--- src/rtl/sseg_scan_mux.sv ---
`default_nettype none
// ============================================================================
// Module      : sseg_scan_mux
// Description : Multiplexed seven-segment display scanner. A clock divider
//               paces a digit index across NUM_DIGITS anodes. Loads go into
//               a staging register and are promoted to the displayed (active)
//               register only at a frame wrap, so no frame ever mixes old and
//               new data. Outputs are active-low and registered.
//               Optional macro SSEG_LZ_BLANK_EN enables leading-zero
//               suppression on the active data.
// Revision    : 1.0 - initial release
// ============================================================================
module sseg_scan_mux #(
  parameter int NUM_DIGITS = 4,
  parameter int DIV_MAX    = 2200
) (
  input  logic                    clk,
  input  logic                    rst,
  input  logic [4*NUM_DIGITS-1:0] data,
  input  logic [NUM_DIGITS-1:0]   dp,
  input  logic [NUM_DIGITS-1:0]   blank,
  input  logic                    ld,
  output logic                    busy,
  output logic                    frame,
  output logic [NUM_DIGITS-1:0]   disp_en,
  output logic [7:0]              segments
);

  localparam int DIV_W = $clog2(DIV_MAX + 1);
  localparam int IDX_W = $clog2(NUM_DIGITS);

  logic [DIV_W-1:0]        div_cnt;
  logic [IDX_W-1:0]        idx;
  logic                    tick;
  logic                    wrap;

  logic [4*NUM_DIGITS-1:0] stage_data;
  logic [NUM_DIGITS-1:0]   stage_dp;
  logic [NUM_DIGITS-1:0]   stage_blank;
  logic [4*NUM_DIGITS-1:0] act_data;
  logic [NUM_DIGITS-1:0]   act_dp;
  logic [NUM_DIGITS-1:0]   act_blank;

  logic [NUM_DIGITS-1:0]   dark;
  logic [3:0]              cur_nib;
  logic [7:0]              glyph;

  assign tick = (div_cnt == DIV_W'(DIV_MAX));
  assign wrap = tick && (idx == IDX_W'(NUM_DIGITS - 1));

  // Scan-rate divider and digit index; index advances once per tick.
  always_ff @(posedge clk) begin
    if (rst) begin
      div_cnt <= '0;
      idx     <= '0;
    end else if (tick) begin
      div_cnt <= '0;
      idx     <= wrap ? '0 : idx + IDX_W'(1);
    end else begin
      div_cnt <= div_cnt + DIV_W'(1);
    end
  end

  // Frame pulse marks the cycle right after the wrapping tick.
  always_ff @(posedge clk) begin
    if (rst) frame <= 1'b0;
    else     frame <= wrap;
  end

  // Staging/active registers: active updates only at a wrap so frames stay whole;
  // a load on the wrap cycle still lands in staging and keeps busy set.
  always_ff @(posedge clk) begin
    if (rst) begin
      stage_data  <= '0;
      stage_dp    <= '0;
      stage_blank <= '0;
      act_data    <= '0;
      act_dp      <= '0;
      act_blank   <= '1;
      busy        <= 1'b0;
    end else begin
      if (wrap && busy) begin
        act_data  <= stage_data;
        act_dp    <= stage_dp;
        act_blank <= stage_blank;
      end
      if (ld) begin
        stage_data  <= data;
        stage_dp    <= dp;
        stage_blank <= blank;
        busy        <= 1'b1;
      end else if (wrap) begin
        busy <= 1'b0;
      end
    end
  end

`ifdef SSEG_LZ_BLANK_EN
  // lz[i] is set when digit i and every higher digit hold zero with no dp lit.
  logic [NUM_DIGITS-1:0] lz;
  generate
    for (genvar i = 0; i < NUM_DIGITS; i++) begin : g_lz
      if (i == NUM_DIGITS - 1) begin : g_top
        assign lz[i] = (act_data[4*i +: 4] == 4'h0) && !act_dp[i];
      end else begin : g_low
        assign lz[i] = lz[i+1] && (act_data[4*i +: 4] == 4'h0) && !act_dp[i];
      end
    end
  endgenerate
  // Digit 0 is never suppressed so a zero value still shows "0".
  assign dark = act_blank | (lz & ~NUM_DIGITS'(1));
`else
  assign dark = act_blank;
`endif

  assign cur_nib = act_data[{idx, 2'b00} +: 4];

  // Hex glyph lookup, active-low a..g in [7:1], dp bit left off.
  always_comb begin
    glyph = 8'hFF;
    case (cur_nib)
      4'h0: glyph = 8'h03;
      4'h1: glyph = 8'h9F;
      4'h2: glyph = 8'h25;
      4'h3: glyph = 8'h0D;
      4'h4: glyph = 8'h99;
      4'h5: glyph = 8'h49;
      4'h6: glyph = 8'h41;
      4'h7: glyph = 8'h1F;
      4'h8: glyph = 8'h01;
      4'h9: glyph = 8'h09;
      4'hA: glyph = 8'h11;
      4'hB: glyph = 8'hC1;
      4'hC: glyph = 8'h63;
      4'hD: glyph = 8'h85;
      4'hE: glyph = 8'h61;
      4'hF: glyph = 8'h71;
      default: glyph = 8'hFF;
    endcase
  end

  // Registered drive: one-cycle lag behind the index; dark digits suppress dp too.
  always_ff @(posedge clk) begin
    if (rst) begin
      disp_en  <= '1;
      segments <= 8'hFF;
    end else begin
      disp_en  <= ~(NUM_DIGITS'(1) << idx);
      segments <= dark[idx] ? 8'hFF : (glyph & ~{7'b0, act_dp[idx]});
    end
  end

endmodule
`default_nettype wire

--- config.mk ---
export PLATFORM = sky130hd
export DESIGN_NAME = sseg_scan_mux
export DESIGN_NICKNAME = d
export VERILOG_FILES = /design/src/rtl/sseg_scan_mux.sv
export SDC_FILE = /design/constraint.sdc
export NUM_CORES = 1
export LEC_CHECK = 0
export CORE_MARGIN = 2
export CORE_UTILIZATION = 40
export CTS_CLUSTER_SIZE = 8
export DETAILED_ROUTE_END_ITERATION = 10
export GPL_ROUTABILITY_DRIVEN = 1
export GPL_TIMING_DRIVEN = 1
export PLACE_DENSITY_LB_ADDON = 0.3
export SYNTH_ARGS = -nofsm -noshare
export SYNTH_HDL_FRONTEND = slang
export SYNTH_SLANG_ARGS = --single-unit
--- constraint.sdc ---
create_clock -name clk -period 4.2 [get_ports clk]
set_clock_uncertainty 0.05 [all_clocks]
set_input_delay 0.84 -clock clk [delete_from_list [all_inputs] [get_ports clk]]
set_output_delay 0.84 -clock clk [all_outputs]
set_load 0.02 [all_outputs]
==> impl_metrics.csv, run 1 <==
group,metric,value,unit
synth,synth_cell_types,39,
sta,fmax,431,MHz
cts,post_cts_buffers,0,
sta,setup-tns-final,0,ns
cts,cts_sinks,76,
global_route,grt_pass1_vias,1998,
cts,clkSlewWorstSetupHoldPaths,0.08,ns
detailed_routing,drt_drc_violations_left,0,
cts,htree_levels,3,
synth,syn-num-nets,339,
critical_path,r2r_slack,1.88,ns
layout,final_nets,377,
critical_path,crit_required,4.36,ns
global_route,grtUsageMet2,19.9,%
global_route,grt-ovfl-total,0,
cts,hold_buffers,0,
critical_path,endpoint_kind,"register",
place,io_buffers,40,
sta,rsz0062_at_grt,"false",
power_and_ir_drop,power.leakage,1.41,nW
place,gp_congestion,0.812,
global_route,met3_usage,3.50,%
floorplanning,row_count,32,
critical_path,worstSetupPathType,"reg -> reg",
sta,final-hold-violation-count,0,
layout,instances_no_fill,445,
sta,worst_slew_pin_slew,0.558,ns
synth,ys_warn_count,0,
sta,setup_viol,0,
floorplanning,initial_core_util,41.0,%
detailed_routing,finalWirelength,5.29,mm
worst_hold_path,hold_path.class,"reg -> reg",
detailed_routing,drt.antenna.violating_nets,0,
critical_path,crit_arrival,2.48,ns
sta,finalCriticalPeriod,2.32,ns
place,dp.cells,429,
detailed_routing,drtPass1Iterations,4,
sta,relSlewSlack,62.8,%
synth,ys_seq_area_share,48.3,%
critical_path,crit_fanout,11,
cts,clock_latency,0.35,ns
worst_hold_path,hold_start,"div_cnt[0]",
sta,fin_hold_ws,0.421,ns
critical_path,r2r-end,"segments[1]",
run,cap_viol_max_count,0,
synth,ys_seq_elements,76,
synth,synth_area,3150,um2
worst_hold_path,hold_depth,1,
cts,clock-root-buffer,"clkbuf_8",
floorplanning,die-height,92.8,um
floorplanning,core,7690,um2
cts,cts_buffers,9,
worst_hold_path,worstHoldEndpoint,"div_cnt[0]",
synth,syn_avg_cell_area,10.5,um2
critical_path,r2r-start,"idx[0]",
global_route,grt.busiest_layer,"met2",
critical_path,critPathLaunchType,"register",
detailed_routing,vias_per_cell,4.69,
global_route,use_met1,18.8,%
power_and_ir_drop,p_per_area,353,nW/um2
global_route,grt_first_pass_wirelength,9.35,mm
layout,antennaDiodeCount,0,
layout,area_growth,19.4,%
cts,ctsResizeCount,0,
floorplanning,die-area,8610,um2
place,dp_hpwl,3.67,mm
sta,period_share,55.2,%
detailed_routing,via_count,2085,
cts,clockBufferDepth,2,
global_route,grt_max_degree,58,
critical_path,reg2regPathDepth,5,
floorplanning,ios,41,
detailed_routing,wire_per_inst,11.9,um
sta,final_max_slew_viol_count,0,
cts,cts_tree,"built",
layout,drive_above_1_share,7.58,%
power_and_ir_drop,ir_worst_vdd,0.167,mV
global_route,grt_util_all_layers,13.6,%
detailed_routing,drt_iter0_markers,58,
run_status,status,"finished clean",
floorplanning,die_w,92.8,um
synth,synthCells,300,
global_route,antenna_found_initial,0,
## critical path: stages, from the launching register on
cell and delay [ns]:
dfxtp_1 0.65, mux4_1 0.75, ha_1 0.27, and2b_1 0.17
a21oi_1 0.16, o221ai_1 0.14
## registers in the layout (all words and copies together) (netlist names)
register / count
act_blank: 4
act_data: 16
act_dp: 4
busy: 1
disp_en: 4
div_cnt: 12
frame: 1
idx: 2
segments: 8
stage_blank: 4
stage_data: 16
stage_dp: 4
## cells by family after synthesis
kind of cell,count (synthesis),share of synthesized area [%]
AND/OR/NAND/NOR,100,14.9
multiplexers,52,19.4
adder cells (fa/ha/maj),12,4.76
flip-flops,76,48.3
AO/OA/AOI/OAI,21,4.72
XOR/XNOR,10,2.78
buffers and inverters,29,5.20
## placed cells by master, fill, tap and decap left out, drive strengths merged
| cell type | count |
|---|---|
| o211ai | 2 |
| o221ai | 4 |
| buf | 4 |
| and2 | 1 |
| a211oi | 2 |
| nand2b | 4 |
| nand4 | 1 |
| xnor2 | 8 |
| nor2b | 4 |
| a211o | 4 |
| clkbuf | 9 |
| or2 | 1 |
| ha | 12 |
| mux4 | 6 |
| xor2 | 2 |
| clkinv | 2 |
| and4 | 1 |
| nor4b | 1 |
| nand2 | 7 |
| o21ai | 3 |
| mux2i | 46 |
| o2bb2ai | 1 |
| nor2 | 64 |
| or2b | 2 |
| or3 | 1 |
| nor3b | 1 |
| clkinvlp | 2 |
| clkdlybuf4s50 | 39 |
| nor4 | 1 |
| nor3 | 3 |
| and4b | 1 |
| a21oi | 5 |
| nand3 | 5 |
| inv | 16 |
| and2b | 2 |
| dfxtp | 76 |
## power breakdown
part | internal [mW] | leakage [nW] | switching (mW)
Sequential | 0.737 | 0.619 | 0.0107
Combinational | 0.0428 | 0.701 | 0.0314
Clock | 0.222 | 0.0868 | 0.284
## per-layer routing
metal  vias up  wire length (um)
met1       937              2810
met2        39              2180
met5         -                 0
met4         0               103
li1       1101                 -
met3         8               198
## stage by stage
| stage | power (mW) | cell area, um2 | setup WS, ns | utilization (%) |
|---|---|---|---|---|
| CTS | 1.35 | 3770 | 1.89 | 49.0 |
| floorplan | 0.805 | 3150 | 2.25 | - |
| global route | 1.39 | 3770 | 1.72 | 49.0 |
| detailed placement | 0.841 | 3580 | 1.92 | 46.6 |
| global placement | 0.839 | 3580 | 1.99 | 46.6 |
| finish | 1.33 | 3770 | 1.88 | 49.0 |
## worst max path at each step
stage | slack (ns) | cells after the start | endpoint | start
2_1_floorplan | 2.25 | 6 | segments[6] | idx[0]
3_3_place_gp | 1.99 | 5 | segments[1] | idx[0]
3_5_place_dp | 1.92 | 5 | segments[6] | idx[0]
4_1_cts | 1.89 | 5 | segments[6] | idx[0]
5_1_grt | 1.72 | 5 | segments[3] | idx[0]
6_report | 1.88 | 5 | segments[1] | idx[0]
## cells in the mapped netlist, drive strengths merged
cell type  instances  area, um2
ha                12        150
nor4               1       6.26
dfxtp             76       1520
o21ai              3       15.0
and4b              1       10.0
o211ai             2       15.0
a21oi              5       25.0
xor2               2       17.5
nand4              1       6.26
xnor2              8       70.1
or2                1       8.76
or3                1       7.51
nand2b             4       25.0
inv               13       48.8
and4               1       8.76
a211o              4       35.0
nand2              7       26.3
o2bb2ai            1       8.76
nor3               3       15.0
o221ai             4       35.0
nor3b              1       7.51
and2b              2       15.0
buf                9       78.8
mux2i             46        460
and2               1       6.26
mux4               6        150
nor2b              4       25.0
a211oi             2       15.0
clkbuf             7       36.3
nor4b              1       15.0
nand3              5       25.0
or2b               2       15.0
nor2              64        248
## layout make-up
class	instances	area [um2]
fill	733	3920
sequential	76	1520
timing repair buffer	43	418
clock inverter	7	58.8
inverter	13	48.8
clock buffer	9	124
multi-input combinational	195	1470
tap	102	128
No activity file was read; power rests on OpenSTA's default activity.
==> run 2: changes to the inputs <==
- clock period: 4.2 -> 2.2 ns (I/O delays scaled with it)
==> impl_metrics.csv, run 2 (synthesized netlist as in run 1, its figures left out) <==
group,metric,value,unit
global_route,grt_util_all_layers,14.1,%
layout,antennaDiodeCount,0,
layout,top_regs,"act_data: 16 flops, stage_data: 16 flops, div_cnt: 12 flops",
place,post-place-ws,0.253,ns
critical_path,r2r_slack,0.23,ns
worst_hold_path,worstHoldEndpoint,"div_cnt[0]",
power_and_ir_drop,swShare,20.3,%
power_and_ir_drop,switching_power,0.604,mW
layout,layout.cells.most_common,"dfxtp_1",
layout,most-common-layout-cells,"76 x dfxtp_1, 63 x nor2_1, 46 x mux2i_1, 39 x clkdlybuf4s50_1, 13 x inv_1",
layout,drive_above_1_share,8.12,%
layout,final_nets,379,
worst_hold_path,hold_depth,1,
critical_path,reg2regPathDepth,5,
sta,worst_slew_pin_slew,0.475,ns
power_and_ir_drop,p_seq_share,48.1,%
detailed_routing,via_count,2135,
sta,finalCriticalPeriod,1.97,ns
place,placed_area,3620,um2
critical_path,crit_required,2.37,ns
floorplanning,ios,41,
sta,relSlewSlack,68.3,%
sta,setup-tns-final,0,ns
critical_path,critPathLaunchType,"register",
layout,area_growth,23.5,%
detailed_routing,drt_drc_violations_left,0,
place,io_buffers,40,
cts,ctsResizeCount,0,
detailed_routing,drt_iter0_markers,107,
global_route,grt_pass1_vias,2051,
power_and_ir_drop,power.leakage,1.47,nW
cts,hold_buffers,0,
layout,utilization,50.7,%
cts,clkSlewWorstSetupHoldPaths,0.08,ns
detailed_routing,drtPass1Iterations,4,
sta,fmax,506,MHz
sta,rsz0062_at_grt,"false",
cts,clockBufferDepth,2,
sta,fin_ws,0.225,ns
detailed_routing,drt.antenna.violating_nets,0,
floorplanning,initial_core_util,41.0,%
detailed_routing,finalWirelength,5.59,mm
sta,fin_hold_ws,0.420,ns
cts,clock-root-buffer,"clkbuf_8",
worst_hold_path,hold_start,"div_cnt[0]",
detailed_routing,wire_per_inst,12.5,um
critical_path,endpoint_kind,"register",
critical_path,worstSetupPathType,"reg -> reg",
cts,cts_sinks,76,
run_status,status,"finished clean",
place,gp_congestion,0.827,
cts,clock_latency,0.34,ns
cts,cts_buffers,9,
detailed_routing,vias_per_cell,4.78,
critical_path,crit_arrival,2.15,ns
run,cap_viol_max_count,0,
floorplanning,die-height,92.8,um
floorplanning,row_count,32,
worst_hold_path,hold_path.class,"reg -> reg",
floorplanning,die-area,8610,um2
global_route,antenna_found_initial,0,
global_route,grt-ovfl-total,0,
cts,cts_tree,"built",
sta,period_share,89.8,%
critical_path,r2r-end,"segments[6]",
cts,post_cts_buffers,0,
power_and_ir_drop,ir_worst_vdd,0.385,mV
floorplanning,die_w,92.8,um
power_and_ir_drop,p_per_area,763,nW/um2
sta,final-hold-violation-count,0,
layout,final_area,3890,um2
cts,htree_levels,3,
power_and_ir_drop,power.internal,2.37,mW
sta,setup_viol,0,
power_and_ir_drop,pwr-share-comb,4.9,%
global_route,grt_max_degree,34,
floorplanning,core,7690,um2
place,dp_hpwl,3.86,mm
global_route,grt_first_pass_wirelength,9.50,mm
critical_path,crit_fanout,5,
power_and_ir_drop,clkPwrFrac,47.0,%
sta,final_max_slew_viol_count,0,
critical_path,r2r-start,"idx[0]",
[run 2: cell count changes in the layout (fill, tap and decap cells not counted)]
cell        delta
bufinv_16      +4
clkinvlp_4     -2
clkinv_4       -1
inv_6          -1
buf_12         +2
[run 2: layout make-up]
cell class                 instances  area [um2]
fill                             703        3790
tap                              102         128
timing repair buffer              45         458
inverter                          13        48.8
multi-input combinational        195        1470
clock inverter                     7         146
sequential                        76        1520
clock buffer                       9         124
[run 2: power by group through the flow]
stage	Clock, mW	Combinational [mW]	Sequential (mW)
after detailed placement	0	0.148	1.46
after CTS	1.43	0.149	1.43
after floorplan	0	0.0805	1.46
after global placement	0	0.145	1.46
final	1.40	0.147	1.43
after global routing	1.49	0.162	1.43
[run 2: per-layer routing]
layer | global-route usage (%) | vias up | part of all wire, %
li1 | - | 1098 | -
met3 | 5.45 | 2 | 4.4
met5 | 0 | - | 0
met4 | 4.04 | 0 | 0.45
met1 | 18.5 | 994 | 51
met2 | 21.7 | 41 | 44
[run 2: worst max-delay path, cell delays in order, from the launching register on]
cell      delay, ns
dfxtp_1        0.39
mux4_1         0.67
inv_1          0.17
ha_1           0.27
o211ai_1       0.20
o211ai_1       0.11
[run 2: through the flow]
stage | instances | total power, mW
floorplan | 300 | 1.54
global placement | 431 | 1.61
detailed placement | 431 | 1.61
CTS | 447 | 3.01
global route | 447 | 3.09
finish | 447 | 2.97
[run 2: worst max path at each step]
stage / start / endpoint
6_report: idx[0] / segments[6]
5_1_grt: idx[1] / segments[2]
4_1_cts: idx[0] / segments[6]
3_5_place_dp: idx[1] / segments[6]
3_3_place_gp: idx[0] / segments[2]
2_1_floorplan: idx[0] / segments[6]
==> run 3: changes to the inputs <==
- CTS_BUF_LIST: default -> sky130_fd_sc_hd__clkbuf_4
==> impl_metrics.csv, run 3 (synthesized netlist as in run 1, its figures left out) <==
group,metric,value,unit
sta,setup-tns-final,0,ns
cts,ctsResizeCount,0,
detailed_routing,drt.antenna.violating_nets,0,
layout,drive_above_1_share,8.12,%
sta,finalCriticalPeriod,1.99,ns
worst_hold_path,hold_path.class,"in -> reg",
detailed_routing,finalWirelength,5.52,mm
layout,final_area,3840,um2
cts,clock-root-buffer,"clkbuf_4",
cts,cts_buffers,9,
critical_path,cp_top_family,"multiplexers",
detailed_routing,drt_drc_violations_left,0,
run,cap_viol_max_count,0,
floorplanning,core,7690,um2
global_route,grt_pass1_vias,2009,
layout,register_area,1520,um2
floorplanning,initial_core_util,41.0,%
sta,setup_viol,0,
critical_path,crit_required,2.47,ns
critical_path,crit_arrival,2.25,ns
power_and_ir_drop,p_per_area,724,nW/um2
critical_path,worstSetupPathType,"reg -> reg",
place,placed_area,3620,um2
global_route,grt_first_pass_wirelength,9.38,mm
layout,top_regs,"act_data: 16 flops, stage_data: 16 flops, div_cnt: 12 flops",
sta,relSlewSlack,68.3,%
cts,cts_sinks,76,
critical_path,critical_path.cell_chain,"mux4_1 -> inv_1 -> ha_1 -> o211ai_1 -> o211ai_1",
critical_path,crit_fanout,5,
cts,hold_buffers,0,
place,io_buffers,40,
sta,fin_ws,0.214,ns
detailed_routing,drt_iter0_markers,91,
sta,rsz0062_at_grt,"false",
layout,final_nets,379,
critical_path,critical_path_buf_inv_count,1,
sta,final-hold-violation-count,0,
detailed_routing,wire_per_inst,12.3,um
cts,cts_tree,"built",
global_route,grt_util_all_layers,14.1,%
sta,fmax,503,MHz
cts,post_cts_buffers,0,
critical_path,endpoint_kind,"register",
critical_path,cp_slowest_cell,"mux4_1",
floorplanning,row_count,32,
place,dp_hpwl,3.86,mm
critical_path,critPathLaunchType,"register",
sta,final_max_slew_viol_count,0,
detailed_routing,via_count,2135,
cts,clockBufferDepth,2,
layout,multiInputGateArea,1470,um2
place,gp_congestion,0.827,
layout,layout.cells.most_common,"dfxtp_1",
global_route,grt-ovfl-total,0,
cts,htree_levels,3,
layout,area_growth,21.7,%
sta,worst_slew_pin_slew,0.475,ns
layout,antennaDiodeCount,0,
critical_path,slowest_delay,0.67,ns
detailed_routing,drtPass1Iterations,4,
layout,most-common-layout-cells,"76 x dfxtp_1, 63 x nor2_1, 46 x mux2i_1, 39 x clkdlybuf4s50_1, 13 x inv_1",
layout,fillers,704,
cts,clkSlewWorstSetupHoldPaths,0.13,ns
global_route,grt_max_degree,34,
detailed_routing,vias_per_cell,4.78,
floorplanning,ios,41,
run_status,status,"finished clean",
power_and_ir_drop,power.leakage,1.45,nW
layout,utilization,49.9,%
place,post-place-ws,0.253,ns
sta,period_share,90.3,%
cts,clock_latency,0.43,ns
floorplanning,die_w,92.8,um
global_route,antenna_found_initial,0,
floorplanning,die-height,92.8,um
critical_path,cpMostUsedCell,"o211ai_1",
power_and_ir_drop,ir_worst_vdd,0.366,mV
floorplanning,die-area,8610,um2
run 3: cell types whose count changed in the layout (fill, tap and decap cells not counted):
cell	change
clkbuf_4	+9
clkbuf_8	-9
run 3: per-layer routing:
layer,global-route usage [%],share of wire (%),vias up
met4,5.88,2.0,0
met3,4.96,4.3,10
met5,0,0,-
met1,18.5,50,981
met2,21.0,44,41
li1,-,-,1103
run 3: worst reg2reg max path: cells and delay by family (launching register included):
family	cells	cell delay [ns]
flops	1	0.41
buf+inv	1	0.17
mux	1	0.67
compound gates	2	0.31
fa+ha+maj	1	0.27
run 3: cell type report:
class | instances | area share, %
clock inverters | 7 | 3.81
flip-flops and latches | 76 | 39.6
inverters | 13 | 1.27
multi-input cells | 195 | 38.2
well taps | 102 | 3.33
clock buffers | 9 | 1.76
repair buffers | 45 | 11.9
run 3: worst paths after layout:
check             slack, ns  cells past startpoint              to  startpoint
setup / recovery       0.21                      5     segments[6]      idx[0]
hold / removal         0.39                      2  stage_data[15]         rst
setup reg to reg       0.21                      5     segments[6]      idx[0]
hold reg to reg        0.43                      1      div_cnt[0]  div_cnt[0]
run 3: report_power, final:
part / total, mW / leakage [nW] / switching, mW / internal (mW)
combinational: 0.146 / 0.719 / 0.0620 / 0.0840
clock: 1.20 / 0.111 / 0.505 / 0.699
sequential: 1.43 / 0.619 / 0.0215 / 1.41
total: 2.78 / 1.45 / 0.588 / 2.19
run 3: per-stage QoR:
stage,std cells,power [mW],hold slack [ns]
floorplan,300,1.54,0.380
global placement,431,1.61,0.394
detailed placement,431,1.61,0.406
CTS,447,2.81,0.378
global route,447,2.89,0.390
finish,447,2.78,0.393
